[src/rtl/window_stats.sv]
`default_nettype none
// ============================================================================
//  Module      : window_stats
//  Description : Reads one POPSIZE-entry window from the population register
//                file after each new_data pulse. Reduces the window to sum,
//                min/max (with indices) and the count of samples above a
//                threshold. Results are presented with a one-cycle stats_vld
//                strobe.
//  Revision    : 1.0  initial release
// ============================================================================
module window_stats #(
    parameter  int POPSIZE    = 100,
    parameter  int DATA_WIDTH = 8,
    localparam int SUM_W      = DATA_WIDTH + $clog2(POPSIZE),
    localparam int CNT_W      = $clog2(POPSIZE + 1),
    localparam int IDX_W      = $clog2(POPSIZE)
) (
    input  logic                  clk,
    input  logic                  rst,
    input  logic                  new_data,
    input  logic                  data_vld,
    input  logic [DATA_WIDTH-1:0] data_in,
    input  logic [DATA_WIDTH-1:0] thresh,
    output logic                  rd_rqst,
    output logic [IDX_W-1:0]      read_addr,
    output logic                  busy,
    output logic                  stats_vld,
    output logic [SUM_W-1:0]      sum_out,
    output logic [DATA_WIDTH-1:0] min_out,
    output logic [IDX_W-1:0]      min_idx,
    output logic [DATA_WIDTH-1:0] max_out,
    output logic [IDX_W-1:0]      max_idx,
    output logic [CNT_W-1:0]      cnt_above,
    output logic                  overrun
);

    typedef enum logic [1:0] {
        S_IDLE  = 2'd0,
        S_READ  = 2'd1,
        S_DRAIN = 2'd2,
        S_DONE  = 2'd3
    } state_t;

    localparam logic [IDX_W-1:0] c_last_idx = IDX_W'(POPSIZE - 1);

    state_t                  r_state;
    state_t                  w_state_nxt;
    logic                    w_start;
    logic                    w_acc_en;
    logic                    w_busy;
    logic                    w_rd_rqst;
    logic                    w_stats_vld;

    logic                    r_pending;
    logic                    r_overrun;
    logic [DATA_WIDTH-1:0]   r_thresh;
    logic [IDX_W-1:0]        r_rd_idx;
    logic [IDX_W-1:0]        r_acc_idx;

    // running accumulators for the pass in progress
    logic [SUM_W-1:0]        r_sum;
    logic [DATA_WIDTH-1:0]   r_min;
    logic [IDX_W-1:0]        r_min_idx;
    logic [DATA_WIDTH-1:0]   r_max;
    logic [IDX_W-1:0]        r_max_idx;
    logic [CNT_W-1:0]        r_cnt;

    // accumulator values including the sample arriving this cycle
    logic [SUM_W-1:0]        w_sum_nxt;
    logic [DATA_WIDTH-1:0]   w_min_nxt;
    logic [IDX_W-1:0]        w_min_idx_nxt;
    logic [DATA_WIDTH-1:0]   w_max_nxt;
    logic [IDX_W-1:0]        w_max_idx_nxt;
    logic [CNT_W-1:0]        w_cnt_nxt;

    // published results, held between DONE states
    logic [SUM_W-1:0]        r_sum_out;
    logic [DATA_WIDTH-1:0]   r_min_out;
    logic [IDX_W-1:0]        r_min_idx_out;
    logic [DATA_WIDTH-1:0]   r_max_out;
    logic [IDX_W-1:0]        r_max_idx_out;
    logic [CNT_W-1:0]        r_cnt_out;

    // state register
    always_ff @(posedge clk or posedge rst) begin
        if (rst) begin
            r_state <= S_IDLE;
        end else begin
            r_state <= w_state_nxt;
        end
    end

    // next-state and state-decoded controls
    always_comb begin
        w_state_nxt = r_state;
        w_start     = 1'b0;
        w_rd_rqst   = 1'b0;
        w_busy      = 1'b1;
        w_stats_vld = 1'b0;
        w_acc_en    = 1'b0;
        case (r_state)
            S_IDLE: begin
                w_busy = 1'b0;
                if (new_data || r_pending) begin
                    w_start     = 1'b1;
                    w_state_nxt = S_READ;
                end
            end
            S_READ: begin
                w_rd_rqst = 1'b1;
                w_acc_en  = data_vld;
                if (r_rd_idx == c_last_idx) begin
                    w_state_nxt = S_DRAIN;
                end
            end
            S_DRAIN: begin
                w_acc_en    = data_vld;
                w_state_nxt = S_DONE;
            end
            S_DONE: begin
                w_stats_vld = 1'b1;
                w_state_nxt = S_IDLE;
            end
            default: begin
                w_state_nxt = S_IDLE;
            end
        endcase
    end

    // one queued request is allowed while busy; any further one is lost
    always_ff @(posedge clk or posedge rst) begin
        if (rst) begin
            r_pending <= 1'b0;
            r_overrun <= 1'b0;
        end else if (w_start) begin
            r_pending <= 1'b0;
        end else if (new_data && w_busy) begin
            if (!r_pending) begin
                r_pending <= 1'b1;
            end else begin
                r_overrun <= 1'b1;
            end
        end
    end

    // fold the incoming sample into the running statistics
    always_comb begin
        w_sum_nxt     = r_sum;
        w_min_nxt     = r_min;
        w_min_idx_nxt = r_min_idx;
        w_max_nxt     = r_max;
        w_max_idx_nxt = r_max_idx;
        w_cnt_nxt     = r_cnt;
        if (w_acc_en) begin
            w_sum_nxt = r_sum + SUM_W'(data_in);
            if (data_in < r_min) begin
                w_min_nxt     = data_in;
                w_min_idx_nxt = r_acc_idx;
            end
            if (data_in > r_max) begin
                w_max_nxt     = data_in;
                w_max_idx_nxt = r_acc_idx;
            end
            if (data_in > r_thresh) begin
                w_cnt_nxt = r_cnt + CNT_W'(1);
            end
        end
    end

    // pass initialisation, address generation and accumulator update
    always_ff @(posedge clk or posedge rst) begin
        if (rst) begin
            r_thresh  <= '0;
            r_rd_idx  <= '0;
            r_acc_idx <= '0;
            r_sum     <= '0;
            r_min     <= '0;
            r_min_idx <= '0;
            r_max     <= '0;
            r_max_idx <= '0;
            r_cnt     <= '0;
        end else if (w_start) begin
            r_thresh  <= thresh;
            r_rd_idx  <= '0;
            r_acc_idx <= '0;
            r_sum     <= '0;
            r_min     <= '1;
            r_min_idx <= '0;
            r_max     <= '0;
            r_max_idx <= '0;
            r_cnt     <= '0;
        end else begin
            r_sum     <= w_sum_nxt;
            r_min     <= w_min_nxt;
            r_min_idx <= w_min_idx_nxt;
            r_max     <= w_max_nxt;
            r_max_idx <= w_max_idx_nxt;
            r_cnt     <= w_cnt_nxt;
            if (w_acc_en) begin
                r_acc_idx <= r_acc_idx + IDX_W'(1);
            end
            if (w_rd_rqst) begin
                r_rd_idx <= r_rd_idx + IDX_W'(1);
            end
        end
    end

    // publish results on the DRAIN->DONE edge, including the final sample
    always_ff @(posedge clk or posedge rst) begin
        if (rst) begin
            r_sum_out     <= '0;
            r_min_out     <= '0;
            r_min_idx_out <= '0;
            r_max_out     <= '0;
            r_max_idx_out <= '0;
            r_cnt_out     <= '0;
        end else if (r_state == S_DRAIN) begin
            r_sum_out     <= w_sum_nxt;
            r_min_out     <= w_min_nxt;
            r_min_idx_out <= w_min_idx_nxt;
            r_max_out     <= w_max_nxt;
            r_max_idx_out <= w_max_idx_nxt;
            r_cnt_out     <= w_cnt_nxt;
        end
    end

    assign rd_rqst   = w_rd_rqst;
    assign read_addr = r_rd_idx;
    assign busy      = w_busy;
    assign stats_vld = w_stats_vld;
    assign sum_out   = r_sum_out;
    assign min_out   = r_min_out;
    assign min_idx   = r_min_idx_out;
    assign max_out   = r_max_out;
    assign max_idx   = r_max_idx_out;
    assign cnt_above = r_cnt_out;
    assign overrun   = r_overrun;

endmodule
`default_nettype wire
[config.mk]
export PLATFORM = sky130hd
export DESIGN_NAME = window_stats
export DESIGN_NICKNAME = d
export VERILOG_FILES = /design/src/rtl/window_stats.sv
export SDC_FILE = /design/constraint.sdc
export NUM_CORES = 1
export LEC_CHECK = 0
export BUFFER_PORTS_ARGS = -buffer_cell sky130_fd_sc_hd__buf_2
export CAP_MARGIN = 5
export CORE_UTILIZATION = 30
export CTS_CLUSTER_DIAMETER = 150
export DETAILED_ROUTE_END_ITERATION = 8
export GPL_TIMING_DRIVEN = 0
export PLACE_DENSITY = 0.56
export SETUP_SLACK_MARGIN = 0.2
export SYNTH_ARGS = -nofsm -noshare
export SYNTH_HDL_FRONTEND = slang
export SYNTH_SLANG_ARGS = --single-unit
[constraint.sdc]
create_clock -name clk -period 11.3 [get_ports clk]
set_clock_uncertainty 0.05 [all_clocks]
set_input_delay 1.13 -clock clk [delete_from_list [all_inputs] [get_ports clk]]
set_output_delay 1.13 -clock clk [all_outputs]
set_load 0.03 [all_outputs]
# After elaboration in Yosys (flattened, before gate mapping)
# Cells that the tools add are included.
# word_totals
reg_bits,130
output_inout_bits,63
word_cells,73
in_bits,20
# classes
reduce_logical,9
n_bitwise,1
muxes,32
order_cmp,3
add_sub_neg,4
n_eq_ne,6
# ops
cell,n
$mux 7,13
$mux 8,6
$mux 15,2
$add 7x1->7 const B,3
$gt 8x8->1,2
$add 15x8->15,1
$lt 8x8->1,1
$mux 1,8
$pmux 2 s4,1
$eq 7x7->1 const B,1
$reduce_bool 2->1,3
$eq 2x2->1 const B,2
$mux 2,2
$ne 2x2->1 const B,2
$reduce_and 3->1,1
$eq 2x1->1 const B,1
$logic_not 2->1,1
$reduce_and 2->1,1
$reduce_or 2->1,1
$logic_and 1x1->1,1
$logic_or 1x1->1,1
$not 1->1,1

# Logic depth before layout (Yosys ltp)
# depth
depth_word,5
ltp_mapped,8
ltp_nobuf,8

# Least setup slack after synthesis
# No wires, ideal clock.
# synth_path
path_type,in2reg
start,in data_in[2]
end,reg r_min_idx_out[4] (netlist: min_idx[4])
stages,7
setup_slack_ns,8.315
setup_time_ns,0.137
required_time_ns,11.113
arrival_time_ns,2.798
path_cell_list,ha_1 > a211oi_2 > o21ai_2 > a2111oi_4 > buf_6 > mux2i_1 > a21oi_1
# synth_via
elab_chain_len,3
# synth_rtl
element,line_no,source
start: declaration,22,"input logic [DATA_WIDTH-1:0] data_in,"
$lt 8x8->1,156,if (data_in < r_min) begin
$mux 7,156,
$mux 7,154,if (w_acc_en) begin
end signal: assignment,220,r_min_idx_out <= w_min_idx_nxt;
end: declaration,79,logic [IDX_W-1:0] r_min_idx_out;
# Every way passes these cells.
# A chain may end at the register's enable or synchronous reset.

# Final worst setup path
# layout_path
start,in data_in[5]
end,reg r_min_out[7] (netlist: min_out[7])
# layout_via
elab_chain_len,3
# layout_rtl
element,line_no,source
$lt 8x8->1,156,
$mux 8,156,
$mux 8,154,
end signal: assignment,219,r_min_out <= w_min_nxt;
end: declaration,78,logic [DATA_WIDTH-1:0] r_min_out;
# Every way passes these cells.

==> flow_summary_export.csv <==
group,metric,value,unit
critical_path,path_cells,"buf_2 > ha_1 > a211oi_2 > nor2_1 > a2111oi_4 > buf_6 > mux2i_1 > a21oi_1",
yosys,netlist_instances,636,
cts,post_cts_resize_count,0,
critical_path,cp_slowest_cell,"a2111oi_4",
sta,rsz0062_at_grt,"false",
floorplan,ios,83,
critical_path,rr_worst_depth,7,
sta,hold_viol,0,
sta,period_share,27.9,%
global_route,track_usage,15.9,%
sta,setup_violations,0,
yosys,yosysWarnings,0,
yosys,synth_top_area_share,51.7,%
routing,wl_per_cell,15.7,um
routing,first_iter_violations,268,
run,cap_violations,0,
global_route,grt_pass1_wl,26200,um
critical_path,path_class,"input pin to register",
critical_path,end_kind,"register",
place,dp_hpwl,11500,um
yosys,yosys.cell_count.top_type,"dfrtp_1",
yosys,synth_flop_cell,"dfrtp_1",
cts,cts.sinks,130,
power_and_ir_drop,leakage,0.00351,uW
layout,final_nets,797,
routing,drt-total-wl,16000,um
yosys,yosysSeqAreaShare,51.7,%
yosys,synthArstFlopShare,100,%
critical_path,critPathMaxFanout,10,
status,outcome,"complete, no violations",
yosys,synth-edff-count,0,
critical_path,worstSetupStartpointType,"input pin",
power_and_ir_drop,ir_worst_vdd,0.122,mV
critical_path,critPathBufInv,2,
layout,final_layout_size_suffix_gt1_share,16.9,%
yosys,yosysUniqueCellTypes,49,
cts,clk_latency,0.43,ns
yosys,yosys.area_share.simple,14.5,%
cts,htreeDepth,4,
critical_path,worstSetupEndpoint,"min_out[7]$_DFFE_PP0P_",
yosys,avgSynthCellArea,9.89,um^2
critical_path,crit_family,"compound AO/OA/AOI/OAI gates",
sta,worst_slack,8.15,ns
layout,areaGrowthSynthToFinish,23.0,%
yosys,synth-adder-area-share,7.87,%
floorplan,core,20400,um^2
global_route,gr-total-overflow,0,
critical_path,r2r-end,"min_out[7]$_DFFE_PP0P_",
cts,ctsHoldBuffers,0,
layout,instances_no_fill,1020,
sta,relSlewSlack,21.7,%
layout,diodes,0,
yosys,ys_ff_latch,130,
cts,cts_tree,"done",
cts,cts_root_buffer,"clkbuf_16",
global_route,grt_max_degree,88,
routing,vias,4956,
critical_path,r2r_start,"r_state[0]$_DFFE_PP0P_",
critical_path,cp_slowest_stage_delay,0.66,ns
yosys,ys_top_cells_by_area,"dfrtp_1, ha_1, nor2_1",
sta,final.setup.tns,0,ns
sta,max_freq,317,MHz
sta,maxSlewViolCount,0,
critical_path,reg2reg_setup_slack,8.65,ns
yosys,synth_xor_area_share,2.51,%
yosys,synth_area,6290,um^2
routing,via_per_inst,4.86,
cts,clk_pin_slew,0.06,ns
critical_path,crit_required,11.54,ns
yosys,synth_compound_area_share,16.4,%
power_and_ir_drop,powerDensity,308,nW/um^2
routing,drc,0,
sta,min_period,3.15,ns
cts,cts_setup_buffers,0,
global_route,antenna_found_initial,0,
floorplan,die_h,147,um
place,io_buffer_count,82,
yosys,synth_top_family_by_area,"compound AO/OA/AOI/OAI gates",
layout,fillers,2051,
routing,ant_nets,0,
global_route,grt_pass1_vias,4887,
cts,cts_buffer_depth,2,
yosys,muxShareOfSynthArea,3.02,%
critical_path,cp-startpoint,"data_in[5]",
floorplan,start_util,30.8,%
place,place_congestion,0.754,
yosys,ys_top_cells_by_count,"dfrtp_1, nor2_1, a21oi_1, ha_1, nand2_1",
place,place_worst_setup_slack,7.67,ns
critical_path,crit_arrival,3.39,ns
floorplan,rows,52,
cts,numCtsBuffers,17,
critical_path,path_depth,8,
yosys,synth_top_cell_by_area,"dfrtp_1",
worst_hold_path,hp-class,"register to register",
floorplan,die-area,21600,um^2
routing,firstDrtPassIters,4,
place,placed_cells,989,
floorplan,die_width,147,um
sta,tightest_slew,1.14,ns
yosys,syn_nets,695,
==> cell type report <==
class                      instances  area (um^2)  area share, %
tap                              270          338           4.36
clock inverter                    13          230           2.97
timing repair buffer              83          438           5.66
multi-input combinational        441         2790           36.0
sequential                       130         3250           42.0
buffer                            33          133           1.71
clock buffer                      18          439           5.67
inverter                          32          125           1.62
==> state kept, by name (all words and copies together), names as in the netlist, 8 cells and up <==
| name | count |
|---|---|
| r_sum | 15 |
| r_max | 8 |
| min_out | 8 |
| sum_out | 15 |
| r_thresh | 8 |
| max_out | 8 |
| r_min | 8 |
==> through the flow <==
stage               utilization, %  hold slack, ns  total power [uW]  instance area (um^2)
CTS                           37.9           0.416              2420                  7740
finish                        37.9           0.414              2380                  7740
global route                  37.9           0.430              2560                  7740
global placement              34.5           0.404              1760                  7040
floorplan                        -           0.400              1470                  6290
detailed placement            34.6           0.403              1780                  7070
==> placed cells by master, fill, tap and decap left out, types with 3 or more instances in the layout <==
master / netlist / final
or2_2: 3 / 3
nand4_1: 7 / 7
ha_1: 38 / 38
bufinv_16: 0 / 6
o21ai_0: 36 / 36
nand2_1: 38 / 38
o22ai_1: 3 / 3
a211oi_2: 3 / 3
o21a_1: 3 / 3
o211ai_1: 3 / 3
clkinvlp_4: 0 / 3
and4_1: 3 / 3
nand3_1: 26 / 26
nor2_1: 89 / 89
clkbuf_16: 0 / 17
nor2b_1: 5 / 5
and3_1: 5 / 5
clkbuf_1: 31 / 31
inv_6: 0 / 3
o31ai_1: 7 / 7
buf_2: 0 / 82
a21oi_1: 66 / 66
or4_1: 5 / 5
xnor2_1: 11 / 11
a21o_1: 4 / 4
a31oi_1: 22 / 22
inv_1: 32 / 31
mux2i_1: 19 / 19
or3_1: 6 / 6
a211oi_1: 6 / 6
dfrtp_1: 130 / 130
xor2_1: 7 / 7
==> power breakdown <==
group	internal [uW]	total, uW	switching, uW
clock	418	630	212
combinational	327	1030	699
sequential	634	728	94.0
total	1380	2380	1010
==> metal layers <==
metal / vias to the layer above / routed length, um / GRT usage (%)
met5: - / 0 / 0
met4: 0 / 244 / 5.78
met3: 19 / 731 / 3.76
met2: 96 / 7510 / 25.1
met1: 2382 / 7510 / 21.3
li1: 2459 / - / -
==> how the worst min path moves through the flow <==
stage,start,to,slack (ns),cells past startpoint
after floorplan,r_thresh[0]$_DFFE_PP0P_,r_thresh[0]$_DFFE_PP0P_,0.40,2
after global placement,overrun$_DFFE_PP0P_,overrun$_DFFE_PP0P_,0.40,1
after detailed placement,overrun$_DFFE_PP0P_,overrun$_DFFE_PP0P_,0.40,1
after CTS,overrun$_DFFE_PP0P_,overrun$_DFFE_PP0P_,0.42,1
after global routing,overrun$_DFFE_PP0P_,overrun$_DFFE_PP0P_,0.43,1
final,overrun$_DFFE_PP0P_,overrun$_DFFE_PP0P_,0.41,1
==> worst register-to-register path, stage by stage, from the launching register on <==
cell	delay, ns
dfrtp_1	0.39
inv_1	0.09
ha_1	0.32
nand2_1	0.24
a2111oi_4	0.68
buf_6	0.27
mux2i_1	0.35
a21oi_1	0.12
==> logic make-up (layout without fill, tap and decap cells) <==
group	Yosys count	count (layout)
compound gates	168	168
xor+xnor	18	18
fa+ha+maj	39	39
buf+inv	65	179
flops	130	130
mux	19	19
simple gates	197	197
Note: power is estimated with default switching activity, not from simulation.
